$ cat src/rtl/calc_pkg.sv
// Shared types for the keypad entry path: entry states, key codes, opCode encoding.
package calc_pkg;

    typedef enum logic [1:0] {
        ST_ENTER_A     = 2'd0,
        ST_ENTER_B     = 2'd1,
        ST_WAIT_CALC   = 2'd2,
        ST_SHOW_RESULT = 2'd3
    } state_e;

    localparam logic [4:0] KEY_PLUS   = 5'd10;
    localparam logic [4:0] KEY_MINUS  = 5'd11;
    localparam logic [4:0] KEY_MUL    = 5'd12;
    localparam logic [4:0] KEY_DIV    = 5'd13;
    localparam logic [4:0] KEY_EQUALS = 5'd14;
    localparam logic [4:0] KEY_CLEAR  = 5'd15;

    localparam logic [1:0] OP_ADD = 2'd0;
    localparam logic [1:0] OP_SUB = 2'd1;
    localparam logic [1:0] OP_MUL = 2'd2;
    localparam logic [1:0] OP_DIV = 2'd3;

    // Operator keys are contiguous, so the opCode is the offset from KEY_PLUS.
    function automatic logic [1:0] key_to_op(input logic [4:0] key);
        logic [4:0] diff;
        diff = key - KEY_PLUS;
        return diff[1:0];
    endfunction

    function automatic logic [13:0] append_digit(input logic [13:0] cur, input logic [4:0] key);
        return (cur * 14'd10) + {9'd0, key};
    endfunction

endpackage

$ cat src/rtl/entry_timeout_counter.sv
// Idle-cycle counter that flags expiry after TIMEOUT_CYCLES unrestarted cycles.
// Expiry is combinational from the count; the count holds while hold is high.
module entry_timeout_counter #(
    parameter int unsigned TIMEOUT_CYCLES = 50_000_000
) (
    input  logic clock,
    input  logic reset_n,
    input  logic restart,
    input  logic hold,
    output logic expired
);
    localparam int unsigned CW = $clog2(TIMEOUT_CYCLES + 1);

    logic [CW-1:0] cnt_q, cnt_d;

    assign expired = !hold && (cnt_q == CW'(TIMEOUT_CYCLES - 1));

    always_comb begin
        cnt_d = cnt_q;
        if (restart || expired) begin
            cnt_d = '0;
        end else if (!hold) begin
            cnt_d = cnt_q + 1'b1;
        end
    end

    always_ff @(posedge clock or negedge reset_n) begin
        if (!reset_n) begin
            cnt_q <= '0;
        end else begin
            cnt_q <= cnt_d;
        end
    end

endmodule

$ cat src/rtl/keypad_entry_controller.sv
// Builds two decimal operands and an operator from key presses and hands them to a calculator.
// One-cycle key latency; keys during a pending calculation are dropped; idle auto-clear under KEY_TIMEOUT_EN.
module keypad_entry_controller
    import calc_pkg::*;
#(
    parameter int unsigned TIMEOUT_CYCLES = 50_000_000,
    parameter int unsigned MAX_DIGITS     = 4
) (
    input  logic        clock,
    input  logic        reset_n,
    input  logic        validPress,
    input  logic [4:0]  button,
    output logic        scanEnable,
    output logic [13:0] operandA,
    output logic [13:0] operandB,
    output logic [1:0]  opCode,
    output logic        calcStart,
    input  logic        calcDone,
    input  logic [13:0] calcResult,
    input  logic        calcError,
    output logic [1:0]  displaySel
);
    localparam int unsigned CNT_W = $clog2(MAX_DIGITS + 1);
    localparam logic [CNT_W-1:0] CNT_MAX = CNT_W'(MAX_DIGITS);

    state_e           state_q, state_d;
    logic [13:0]      opa_q, opa_d;
    logic [13:0]      opb_q, opb_d;
    logic [13:0]      res_q, res_d;
    logic [1:0]       op_q, op_d;
    logic [CNT_W-1:0] na_q, na_d;
    logic [CNT_W-1:0] nb_q, nb_d;
    logic             err_q, err_d;
    logic             start_q, start_d;

    logic key_vld, is_digit, is_op, is_eq, is_clr;
    logic tmo_expired;

    assign key_vld  = validPress && (state_q != ST_WAIT_CALC);
    assign is_digit = (button <= 5'd9);
    assign is_op    = (button >= KEY_PLUS) && (button <= KEY_DIV);
    assign is_eq    = (button == KEY_EQUALS);
    assign is_clr   = (button == KEY_CLEAR);

`ifdef KEY_TIMEOUT_EN
    logic tmo_restart;
    assign tmo_restart = key_vld || (state_d != state_q);

    entry_timeout_counter #(
        .TIMEOUT_CYCLES(TIMEOUT_CYCLES)
    ) u_timeout (
        .clock   (clock),
        .reset_n (reset_n),
        .restart (tmo_restart),
        .hold    (state_q == ST_WAIT_CALC),
        .expired (tmo_expired)
    );
`else
    // The timeout length only matters when the idle counter is built in.
    assign tmo_expired = 1'b0 && (TIMEOUT_CYCLES != 0);
`endif

    always_comb begin
        state_d = state_q;
        opa_d   = opa_q;
        opb_d   = opb_q;
        res_d   = res_q;
        op_d    = op_q;
        na_d    = na_q;
        nb_d    = nb_q;
        err_d   = err_q;
        start_d = 1'b0;

        unique case (state_q)
            ST_ENTER_A: begin
                if (key_vld && is_digit && (na_q < CNT_MAX)) begin
                    opa_d = append_digit(opa_q, button);
                    na_d  = na_q + 1'b1;
                end else if (key_vld && is_op && (na_q != '0)) begin
                    op_d    = key_to_op(button);
                    state_d = ST_ENTER_B;
                end
            end
            ST_ENTER_B: begin
                if (key_vld && is_digit && (nb_q < CNT_MAX)) begin
                    opb_d = append_digit(opb_q, button);
                    nb_d  = nb_q + 1'b1;
                end else if (key_vld && is_op && (nb_q == '0)) begin
                    op_d = key_to_op(button);
                end else if (key_vld && is_eq && (nb_q != '0)) begin
                    state_d = ST_WAIT_CALC;
                    start_d = 1'b1;
                end
            end
            ST_WAIT_CALC: begin
                if (calcDone) begin
                    res_d   = calcResult;
                    err_d   = calcError;
                    state_d = ST_SHOW_RESULT;
                end
            end
            ST_SHOW_RESULT: begin
                if (key_vld && is_digit) begin
                    opa_d   = {9'd0, button};
                    opb_d   = '0;
                    na_d    = CNT_W'(1);
                    nb_d    = '0;
                    err_d   = 1'b0;
                    state_d = ST_ENTER_A;
                end else if (key_vld && is_op && !err_q) begin
                    // Chaining: the result becomes a fully-entered operand A.
                    opa_d   = res_q;
                    opb_d   = '0;
                    op_d    = key_to_op(button);
                    na_d    = CNT_MAX;
                    nb_d    = '0;
                    state_d = ST_ENTER_B;
                end
            end
        endcase

        // A key coinciding with expiry wins over the auto-clear.
        if ((key_vld && is_clr) || (tmo_expired && !validPress)) begin
            opa_d   = '0;
            opb_d   = '0;
            op_d    = OP_ADD;
            na_d    = '0;
            nb_d    = '0;
            err_d   = 1'b0;
            state_d = ST_ENTER_A;
        end
    end

    always_ff @(posedge clock or negedge reset_n) begin
        if (!reset_n) begin
            state_q <= ST_ENTER_A;
            opa_q   <= '0;
            opb_q   <= '0;
            res_q   <= '0;
            op_q    <= OP_ADD;
            na_q    <= '0;
            nb_q    <= '0;
            err_q   <= 1'b0;
            start_q <= 1'b0;
        end else begin
            state_q <= state_d;
            opa_q   <= opa_d;
            opb_q   <= opb_d;
            res_q   <= res_d;
            op_q    <= op_d;
            na_q    <= na_d;
            nb_q    <= nb_d;
            err_q   <= err_d;
            start_q <= start_d;
        end
    end

    always_comb begin
        scanEnable = (state_q != ST_WAIT_CALC);
        calcStart  = start_q;
        operandA   = opa_q;
        operandB   = opb_q;
        opCode     = op_q;
        displaySel = 2'd0;
        unique case (state_q)
            ST_ENTER_A:     displaySel = 2'd0;
            ST_ENTER_B:     displaySel = 2'd1;
            ST_WAIT_CALC:   displaySel = 2'd1;
            ST_SHOW_RESULT: displaySel = err_q ? 2'd3 : 2'd2;
        endcase
    end

endmodule

$ cat config.mk
export PLATFORM = sky130hd
export DESIGN_NAME = keypad_entry_controller
export DESIGN_NICKNAME = d
export VERILOG_FILES = /design/src/rtl/calc_pkg.sv /design/src/rtl/entry_timeout_counter.sv /design/src/rtl/keypad_entry_controller.sv
export SDC_FILE = /design/constraint.sdc
export NUM_CORES = 1
export LEC_CHECK = 0
export CORE_UTILIZATION = 56
export DETAILED_ROUTE_END_ITERATION = 8
export GPL_TIMING_DRIVEN = 0
export PLACE_DENSITY = 0.81
export SYNTH_ARGS = -nofsm -noshare
export SYNTH_HDL_FRONTEND = slang
export SYNTH_SLANG_ARGS = --single-unit
$ cat constraint.sdc
create_clock -name clock -period 4.1 [get_ports clock]
set_clock_uncertainty 0.2 [all_clocks]
set_input_delay 0.41 -clock clock [delete_from_list [all_inputs] [get_ports clock]]
set_output_delay 0.41 -clock clock [all_outputs]
set_load 0.02 [all_outputs]
==> results.cfg, run 1 <==
[finish]
final_layout_size_suffix_gt1_share_pct = 9.619
ff_latch_area_mm2 = 0.001351
multi_input_area_mm2 = 0.002736
antenna_cells_inserted = 0
utilization_pct = 69.46
areaGrowthSynthToFinish_pct = 19.76
fillers = 587
final_net_count = 581
finalInstanceArea_mm2 = 0.005065

[timing]
slew-limit-headroom_pct = 50.68
finalCritPeriodShare_pct = 85.94
period_minus_slack_ps = 3523
hold_viol = 0
final_layout_setup_total_negative_slack_ps = 0
timing.final.max_slew_violations = 0
grt_setup_unrepaired = false
finalWorstSetupSlack_ps = 576.5
report.final.setup_viol = 0
tightestPinTransition_ps = 737.1
max_freq_mhz = 283.8

[die]
initial_core_util_pct = 58.00
die_height_um = 88.90
design.portCount = 58
placement_rows = 31
die_w_um = 88.90
design.die.area_mm2 = 0.007903
core_region_area_mm2 = 0.007292

[clocking]
worst_skew_pair.late_latency_ps = 310
cts.hold.buffers_added = 1
cts.reportedPaths.clkPinSlew_ps = 110
numCtsBuffers = 5
htree_num_levels = 2
post-cts-setup-buffer-count = 0
cts-root-to-sink-buffers = 2
clk_root_buffer_cell = sky130_fd_sc_hd__clkbuf_8
number_of_sinks_handled_by_clock_tree_synthesis = 54
cts_tree = done
post_cts_resized = 0

[synth]
synthTopCellsByArea = sky130_fd_sc_hd__dfrtp_1 (32%), sky130_fd_sc_hd__ha_1 (16%), sky130_fd_sc_hd__xnor2_1 (4.3%)
main_flop_type_after_synthesis = sky130_fd_sc_hd__dfrtp_1
yosysUniqueCellTypes = 57
postSynthCellCount = 432
synth.yosys.seq_area_share_pct = 31.95
mappedNetlistArea_mm2 = 0.004229
synth-edff-count = 0
synth.largest_area_cell = sky130_fd_sc_hd__dfrtp_1
yosysWarningCount = 0
async_reset_ff_share_pct = 100.0
synthesis.nets = 515
synthDominantCellAreaShare_pct = 31.95
ys_ff_latch = 54
mean_cell_area_of_the_mapped_netlist_um2 = 9.789

[placed_design]
dp_hpwl_mm = 7.840
post_dp_cell_area_mm2 = 0.004938
finalWeightedCongestion = 0.8422
place_worst_setup_slack_ps = 664.0
portBuffers = 57

[global_route]
grt_antenna_before_repair = 0
grt_pass1_wl_mm = 17.19
largest_net_degree_at_the_start_of_global_routing = 34
total_global_routing_overflow = 0
tot_gr_track_use_pct = 28.26
global_route.peak_usage_layer = met2
gr-usage-met2_pct = 49.37
global_route.usage.met3_pct = 2.770
grt_use_met1_pct = 37.81
grt_pass1_vias = 3588

[drt]
drt_drc_violations_left = 0
first_iter_violations = 225
detail_route.vias_per_cell = 5.920
via_count = 3540
avg_wl_per_cell_um = 16.85
drt-pass1-iter-count = 4
wirelength_mm = 10.08
postRouteAntennaNets = 0

[power_and_ir_drop]
leakagePower_nw = 2.345
powerDensity_mw_per_mm2 = 864.5
irDropWorstVdd_mv = 0.4824

[setup_path]
critical_path.startpoint_type = flop
worst-path-max-fanout = 5
required_ps = 4110
critPathCaptureType = flop
crit_path_class = flop to flop
cp.arrival_ps = 3530

[run]
cap_violations = 0

[run_status]
run_status = finished clean

[hold_path]
timing.hold.worst.class = flop to flop
worst max-delay path, cell delays in order (launching register included):
cell                       delay, ps
sky130_fd_sc_hd__dfrtp_1         450
sky130_fd_sc_hd__ha_1            320
sky130_fd_sc_hd__ha_1            240
sky130_fd_sc_hd__fa_1            420
sky130_fd_sc_hd__a211oi_1        510
sky130_fd_sc_hd__nor2_1          120
sky130_fd_sc_hd__xor2_1          320
sky130_fd_sc_hd__and3b_1         300
sky130_fd_sc_hd__nand4_1         140
sky130_fd_sc_hd__xnor2_1         180
sky130_fd_sc_hd__a22o_1          210
per-layer routing:
metal | vias to the layer above | part of all wire (%)
li1 | 1717 | -
met1 | 1717 | 46
met2 | 87 | 49
met3 | 19 | 3.3
met4 | 0 | 1.7
met5 | - | 0
where the power goes:
part	internal [mW]	switching [mW]
logic	1.34	1.67
registers	0.764	0.227
clock network	0.187	0.193
total	2.29	2.09
per-stage QoR:
stage | hold WS, ps | power (mW) | instances
after floorplan | -85.59 | 3.104 | 432
after global placement | 281.6 | 3.827 | 588
after detailed placement | 207.8 | 3.946 | 589
after CTS | 315.5 | 4.357 | 598
after global routing | 329.5 | 4.759 | 598
final | 317.7 | 4.378 | 598
area by class of cell:
type | instances | share of cell area [%]
multi-input combinational | 349 | 54.03
timing repair buffer | 59 | 11.76
tap | 99 | 2.446
clock buffer | 5 | 1.359
buffer | 10 | 1.383
clock inverter | 3 | 0.9387
sequential | 54 | 26.68
inverter | 19 | 1.408
state kept, by name, indices dropped and copies added, names as in the netlist:
name       flops
err_q          1
operandB      14
res_q         14
calcStart      1
state_q        2
opCode         2
operandA      14
na_q           3
nb_q           3
Yosys cell counts (all sizes together), types with 3 or more instances:
cell type and count:
nor2 27, fa 4, a211oi 6, nor2b 4
nand2 44, nand2b 4, o21ai 30, ha 55
mux2 16, inv 19, a31oi 10, and3 3
o211ai 4, a22o 10, xnor2 21, xor2 15
nand3 9, dfrtp 54, nor3b 6, a21o 9
a211o 3, mux2i 6, a21oi 13, o21bai 4
nand4 5, nor3 7, buf 8, a22oi 4
a221oi 3, o31ai 6, o221ai 4
kinds of logic after synthesis:
| logic type | after synthesis | synth area share, % |
|---|---|---|
| AOI/OAI and AO/OA | 115 | 19.23 |
| xor gates and xnor gates | 36 | 7.456 |
| adders and majority gates | 59 | 18.17 |
| buffers and inverters | 29 | 3.343 |
| DFF | 54 | 31.95 |
| muxes | 22 | 5.680 |
| and+or+nand+nor | 117 | 14.17 |
layout by cell type, fill, tap and decap left out, drive strengths merged, types with 9 or more instances in the layout:
| master | n |
|---|---|
| a21oi | 13 |
| inv | 21 |
| nand3 | 9 |
| dfrtp | 54 |
| o21ai | 30 |
| a21o | 9 |
| ha | 55 |
| buf | 10 |
| a22o | 10 |
| nor2 | 27 |
| xor2 | 15 |
| a31oi | 10 |
| xnor2 | 21 |
| mux2 | 16 |
| nand2 | 44 |
| clkdlybuf4s50 | 56 |
worst paths after layout:
kind | startpoint | endpoint | slack [ps] | cells past startpoint
min reg2reg | res_q[10] | res_q[10] | 320 | 1
max in group asynchronous | reset_n | operandB[0] | 2760 | 3
max | operandB[1] | operandB[13] | 580 | 10
max reg2reg | operandB[1] | operandB[13] | 580 | 10
min | res_q[10] | res_q[10] | 320 | 1
min in group asynchronous | reset_n | operandA[13] | 380 | 2
No activity file was read; power rests on OpenSTA's default activity.
==> inputs of run 2 (changes only) <==
--- a/config.mk
+++ b/config.mk
@@ -9,6 +9,7 @@
 export DETAILED_ROUTE_END_ITERATION = 8
 export GPL_TIMING_DRIVEN = 0
 export PLACE_DENSITY = 0.81
+export SLEW_MARGIN = 15
 export SYNTH_ARGS = -nofsm -noshare
 export SYNTH_HDL_FRONTEND = slang
 export SYNTH_SLANG_ARGS = --single-unit
==> results.cfg, run 2 (synthesized netlist as in run 1, its figures left out) <==
[placed_design]
finalWeightedCongestion = 0.8422
portBuffers = 57
dp_hpwl_mm = 7.689

[global_route]
grt_pass1_wl_mm = 17.39
largest_net_degree_at_the_start_of_global_routing = 55
grt_antenna_before_repair = 0
tot_gr_track_use_pct = 28.74
grt_pass1_vias = 3695
total_global_routing_overflow = 0

[die]
core_region_area_mm2 = 0.007292
die_height_um = 88.90
initial_core_util_pct = 58.00
die_w_um = 88.90
design.portCount = 58
design.die.area_mm2 = 0.007903
placement_rows = 31

[power_and_ir_drop]
irDropWorstVdd_mv = 0.4414
leakagePower_nw = 2.349
powerDensity_mw_per_mm2 = 880.4

[timing]
tightestPinTransition_ps = 696.4
period_minus_slack_ps = 3541
final_layout_setup_total_negative_slack_ps = 0
slew-limit-headroom_pct = 53.40
fin_hold_ws_ps = 315.3
max_freq_mhz = 282.4
hold_viol = 0
timing.final.max_slew_violations = 0
finalCritPeriodShare_pct = 86.37
grt_setup_unrepaired = false
report.final.setup_viol = 0

[clocking]
htree_num_levels = 2
clk_root_buffer_cell = sky130_fd_sc_hd__clkbuf_8
cts-root-to-sink-buffers = 2
post_cts_resized = 0
cts_tree = done
worst_skew_pair.late_latency_ps = 310
cts.reportedPaths.clkPinSlew_ps = 100
number_of_sinks_handled_by_clock_tree_synthesis = 54
numCtsBuffers = 5

[setup_path]
cp.arrival_ps = 3550
required_ps = 4110
r2r-start = operandB[1]
critical_path.startpoint_type = flop
worst_reg2reg_setup_slack_ps = 560
worst-path-max-fanout = 5
critPathCaptureType = flop
critical_path.reg2reg.endpoint = operandB[13]
reg2reg_depth = 10
crit_path_class = flop to flop

[drt]
drt-pass1-iter-count = 4
avg_wl_per_cell_um = 17.19
via_count = 3588
first_iter_violations = 193
drt_drc_violations_left = 0
wirelength_mm = 10.26
detail_route.vias_per_cell = 6.010
postRouteAntennaNets = 0

[finish]
final_layout_size_suffix_gt1_share_pct = 9.438
antenna_cells_inserted = 0
fillers = 615
mostFrequentLayoutCells = sky130_fd_sc_hd__clkdlybuf4s50_1 (56), sky130_fd_sc_hd__ha_1 (55), sky130_fd_sc_hd__dfrtp_1 (54)
mostFrequentLayoutCell = sky130_fd_sc_hd__clkdlybuf4s50_1
final_net_count = 580
areaGrowthSynthToFinish_pct = 19.97

[hold_path]
timing.hold.worst.class = flop to flop
worstHoldStart = res_q[10]
hold_path_depth = 1
hold_end = res_q[10]

[run_status]
run_status = finished clean

[run]
cap_violations = 0
## run 2: how the worst max path moves through the flow
| stage | startpoint | end | slack (ps) | cells past startpoint |
|---|---|---|---|---|
| after floorplan | operandB[1] | operandB[13] | 910 | 10 |
| after global placement | operandB[1] | operandB[13] | 730 | 10 |
| after detailed placement | operandB[1] | operandB[13] | 660 | 10 |
| after CTS | operandB[1] | operandB[13] | 610 | 10 |
| after global routing | operandB[1] | operandB[13] | 360 | 10 |
| final | operandB[1] | operandB[13] | 560 | 10 |
## run 2: per-stage QoR
stage	instances	total power, mW	utilization (%)	instance area [um2]	setup WS, ps
after floorplan	432	3.104	-	4229	912.4
after global placement	588	3.827	67.52	4923	725.7
after detailed placement	588	3.943	67.48	4921	657.4
after CTS	597	4.448	69.58	5074	607.3
after global routing	597	4.844	69.58	5074	355.5
final	597	4.467	69.58	5074	559.0
## run 2: timing repair
item	in CTS	in global routing
endpoints found under the setup margin	0	0
buffers inserted	0	0
hold buffers	1	0
endpoints found under the hold margin	54	0
## run 2: where the power goes
part,switching (mW),internal [mW]
clock network,0.180,0.260
registers,0.231,0.764
logic,1.69,1.34
total,2.10,2.36
## run 2: final cells by class
type                    instances  area, um2  area share [%]
plain buffers                  10      70.07           1.381
well taps                      99      123.9           2.441
flip-flops and latches         54       1351           26.63
multi-input cells             349       2736           53.93
clock inverters                 2      60.06           1.184
clock buffers                   6      82.58           1.628
repair buffers                 58      578.1           11.39
inverters                      19      71.32           1.406
## run 2: critical path, stage by stage (launching register included)
cell                       delay (ps)
sky130_fd_sc_hd__dfrtp_1          470
sky130_fd_sc_hd__ha_1             330
sky130_fd_sc_hd__ha_1             240
sky130_fd_sc_hd__fa_1             420
sky130_fd_sc_hd__a211oi_1         500
sky130_fd_sc_hd__nor2_1           120
sky130_fd_sc_hd__xor2_1           330
sky130_fd_sc_hd__and3b_1          300
sky130_fd_sc_hd__nand4_1          140
sky130_fd_sc_hd__xnor2_1          180
sky130_fd_sc_hd__a22o_1           210
## run 2: metal layers
| layer | vias to the layer above | global-route usage, % | part of all wire (%) |
|---|---|---|---|
| li1 | 1711 | - | - |
| met1 | 1762 | 37.57 | 45 |
| met2 | 93 | 48.81 | 49 |
| met3 | 22 | 4.432 | 3.5 |
| met4 | 0 | 9.971 | 2.1 |
| met5 | - | 0 | 0 |
==> inputs of run 3 (changes only) <==
--- a/config.mk
+++ b/config.mk
@@ -8,7 +8,7 @@
 export CORE_UTILIZATION = 56
 export DETAILED_ROUTE_END_ITERATION = 8
 export GPL_TIMING_DRIVEN = 0
-export PLACE_DENSITY = 0.81
+export PLACE_DENSITY_LB_ADDON = 0.15
 export SLEW_MARGIN = 15
 export SYNTH_ARGS = -nofsm -noshare
 export SYNTH_HDL_FRONTEND = slang
==> results.cfg, run 3 (synthesized netlist as in run 1, its figures left out) <==
[run_status]
run_status = finished clean

[timing]
timing.final.max_slew_violations = 0
slew-limit-headroom_pct = 49.42
grt_setup_unrepaired = false
final_layout_setup_total_negative_slack_ps = 0
tightestPinTransition_ps = 756.0
hold_viol = 0
report.final.setup_viol = 0
finalCritPeriodShare_pct = 85.40
max_freq_mhz = 285.6
period_minus_slack_ps = 3501

[finish]
final_net_count = 580
final_layout_size_suffix_gt1_share_pct = 9.438
mostFrequentLayoutCell = sky130_fd_sc_hd__clkdlybuf4s50_1
areaGrowthSynthToFinish_pct = 19.35
utilization_pct = 69.22
mostFrequentLayoutCells = sky130_fd_sc_hd__clkdlybuf4s50_1 (56), sky130_fd_sc_hd__ha_1 (55), sky130_fd_sc_hd__dfrtp_1 (54)
antenna_cells_inserted = 0

[setup_path]
most_common_cell_type_on_the_critical_path = sky130_fd_sc_hd__ha_1
worst_path_largest_cell_delay_ps = 500
cp-startpoint = operandB[1]
cp_cell_sequence = ha_1 > ha_1 > fa_1 > a211oi_1 > nor2_1 > xor2_1 > and3b_1 > nand4_1 > xnor2_1 > a22o_1
slowest_stage = sky130_fd_sc_hd__a211oi_1
required_ps = 4110
worst-path-max-fanout = 5
critPathCaptureType = flop
crit_path_class = flop to flop
critical_path.startpoint_type = flop
r2r-start = operandB[1]
cp.arrival_ps = 3520

[power_and_ir_drop]
powerDensity_mw_per_mm2 = 856.8
report.power.total_mw = 4.325
irDropWorstVdd_mv = 0.4242
leakagePower_nw = 2.336

[clocking]
htree_num_levels = 2
clk_root_buffer_cell = sky130_fd_sc_hd__clkbuf_8
post_cts_resized = 0
post-cts-setup-buffer-count = 0
cts_tree = done
cts-root-to-sink-buffers = 2
worst_skew_pair.late_latency_ps = 320
cts.reportedPaths.clkPinSlew_ps = 110
numCtsBuffers = 5
number_of_sinks_handled_by_clock_tree_synthesis = 54
cts.hold.buffers_added = 1

[hold_path]
worstHoldStart = res_q[7]
timing.hold.worst.class = flop to flop

[drt]
detail_route.vias_per_cell = 5.884
drt-pass1-iter-count = 4
postRouteAntennaNets = 0
wirelength_mm = 9.854
first_iter_violations = 153
avg_wl_per_cell_um = 16.51
drt_drc_violations_left = 0
via_count = 3513

[die]
design.die.area_mm2 = 0.007903
die_height_um = 88.90
core_region_area_mm2 = 0.007292
die_w_um = 88.90
placement_rows = 31
initial_core_util_pct = 58.00
design.portCount = 58

[global_route]
tot_gr_track_use_pct = 26.76
grt_pass1_wl_mm = 16.05
grt_pass1_vias = 3412
largest_net_degree_at_the_start_of_global_routing = 55
grt_antenna_before_repair = 0
total_global_routing_overflow = 0

[run]
cap_violations = 0

[placed_design]
dp_hpwl_mm = 7.560
finalWeightedCongestion = 0.8395
portBuffers = 57
run 3: changes by cell type in the layout (fill, tap and decap cells not counted):
cell                        delta
sky130_fd_sc_hd__clkbuf_8      -1
sky130_fd_sc_hd__inv_6         +2
sky130_fd_sc_hd__bufinv_16     -1
run 3: worst max-delay path: cells and delay by family, from the launching register on:
family | cells | cell delay (ps)
AO/OA/AOI/OAI | 2 | 700
AND/OR/NAND/NOR | 3 | 570
flip-flops | 1 | 460
XOR/XNOR | 2 | 490
adder cells (fa/ha/maj) | 3 | 970
run 3: layer usage:
layer | vias up | part of all wire, % | global-route usage (%)
li1 | 1712 | - | -
met1 | 1710 | 48 | 36.17
met2 | 70 | 47 | 44.48
met3 | 21 | 2.5 | 3.693
met4 | 0 | 1.9 | 8.944
met5 | - | 0 | 0
run 3: worst paths after layout:
path / to / slack (ps) / cells past startpoint
max in group asynchronous: res_q[12] / 2780 / 2
setup / recovery: operandB[13] / 600 / 10
hold reg to reg: res_q[7] / 320 / 1
min in group asynchronous: operandB[9] / 460 / 2
hold / removal: res_q[7] / 320 / 1
setup reg to reg: operandB[13] / 600 / 10
run 3: area by class of cell:
cell class                      count  area [um2]
Fill cell                         602        2245
Tap cell                           99       123.9
Multi-Input combinational cell    349        2736
Sequential cell                    54        1351
Clock inverter                      3       47.55
Buffer                             10       70.07
Inverter                           19       71.32
Timing Repair Buffer               58       578.1
Clock buffer                        5       68.82
run 3: power by group:
part / leakage [nW] / switching [mW] / total, mW / internal [mW]
Clock: 0.0591 / 0.196 / 0.382 / 0.187
Sequential: 0.681 / 0.237 / 1.00 / 0.764
Combinational: 1.60 / 1.61 / 2.94 / 1.33
run 3: stage by stage:
stage | instances | setup slack [ps] | hold WS [ps] | instance area (um2)
floorplan | 432 | 912.4 | -85.59 | 4229
detailed placement | 588 | 676.0 | 296.7 | 4921
CTS | 597 | 644.4 | 323.1 | 5047
global placement | 588 | 700.1 | 291.9 | 4923
global route | 597 | 489.5 | 344.0 | 5047
finish | 597 | 598.5 | 324.3 | 5047
==> edit: new RTL, config.mk and constraints of run 1 <==
`MAX_DIGITS`: 4 -> 8.
--- a/src/rtl/keypad_entry_controller.sv
+++ b/src/rtl/keypad_entry_controller.sv
@@ -4,7 +4,7 @@
     import calc_pkg::*;
 #(
     parameter int unsigned TIMEOUT_CYCLES = 50_000_000,
-    parameter int unsigned MAX_DIGITS     = 4
+    parameter int unsigned MAX_DIGITS     = 8
 ) (
     input  logic        clock,
     input  logic        reset_n,
Formal check against the unedited RTL: not equivalent (Yosys sat finds a counterexample within 10 cycles, from zero or initial values and one cycle with reset_n low).
==> edit against run 1 <==
- sequential cell count is 2 higher
- synthesized area is 1.5% higher
- total power shrank 26%
- global-route usage shrank 2.0 points
- non-clock buffer count up 3
- routed wire length is 4.1% lower
- combinational power shrank 32%
- synthesized cell count stayed put
- final area is 0.52% higher
- largest cell class unchanged
- worst setup slack better by 0.010 ns
- worst hold slack got worse by 0.0024 ns
- clock power fell by 25%
==> edit: results (changes against run 1) <==
| Metric | Value |
|---|---|
| Least-Margin Pin Slew | 0.739 ns (was 0.737 ns) |
| # nets final | 582 (was 581) |
| Critical-path maximum fanout | 5 (unchanged) |
| Largest net degree at the start of global routing | 32 (was 34) |
| Share of cells above drive strength 1 | 0.0904 (was 0.0962) |
| Synth cell count leaders | dfrtp_1, ha_1, nand2_1 (was ha_1, dfrtp_1, nand2_1) |
| Peak VDD IR | 0.388 mV (was 0.482 mV) |
| CTS Buf Count | 5 (unchanged) |
| Met1 usage | 0.322 (was 0.378) |
| Mux cell area share after synthesis | 0.0510 (was 0.0568) |
| Fill cells | 558 (was 587) |
| Vias post-DR | 3564 (was 3540) |
| Synth Area in Compound Gates | 0.196 (was 0.192) |
| Cell variety after synth | 62 (was 57) |
| Leak Pwr | 0.00239 uW (was 0.00234 uW) |
| Routability cong. | 0.914 (was 0.842) |
| GR Util met3 | 0.0295 (was 0.0277) |
| Clock transition at path regs | 0.09 ns (was 0.11 ns) |
| Routed len/inst | 16.2 um (was 16.9 um) |
| Dpl hpwl | 7590 um (was 7840 um) |
| DR WL met3 | 342 um (was 332 um) |
| First-pass GRT wire length | 16200 um (was 17200 um) |
| Met2 WL post-DR | 4940 um (about the same) |
| GR Util met2 | 0.483 (was 0.494) |
| Critical path data arrival time | 3.50 ns (was 3.53 ns) |
| Status | finished clean (unchanged) |
| Share of the yosys chip area belonging to registers | 0.326 (was 0.320) |
| Hold Slack | 0.315 ns (was 0.318 ns) |
| N_diodes | 0 (unchanged) |
| Adder-Cell Fraction of Synth Area | 0.182 (about the same) |
| DRT met1 WL | 4230 um (was 4640 um) |
| Slowest stage cell, crit path | or4b_4 (was a211oi_1) |
| Synth Area in XOR/XNOR | 0.0851 (was 0.0746) |
| Ranking of synthesized cells by area | dfrtp_1, ha_1, xnor2_1 (unchanged) |
| Initial DRC count | 172 (was 225) |
| Syn_nets | 516 (was 515) |
edit: power breakdown:
part           internal (uW)  switching [uW]
Sequential               743             184
Clock                    117             168
Combinational            935            1110
edit: path summary, 6_finish.rpt:
path	startpoint	endpoint	cells after the start
max	operandA[1]	operandA[13]	11
min	res_q[1]	res_q[1]	1
max reg2reg	operandA[1]	operandA[13]	11
min reg2reg	res_q[1]	res_q[1]	1
max in group asynchronous	reset_n	na_q[1]	3
min in group asynchronous	reset_n	calcStart	2
edit: through the flow:
stage               setup WS, ns  cells  instance area, um2
floorplan                  0.819    432                4290
global placement           0.672    588                4990
detailed placement         0.610    589                5000
CTS                        0.576    597                5090
global route               0.449    597                5090
finish                     0.587    597                5090
edit: final cells by class:
cell class              instances  area (um2)  area share
inverters                      14        52.6      0.0103
clock buffers                   6        72.6      0.0143
flip-flops and latches         56        1400       0.275
plain buffers                  13        67.6      0.0133
clock inverters                 1        5.00    0.000983
repair buffers                 59         596       0.117
well taps                      99         124      0.0243
multi-input cells             349        2770       0.545
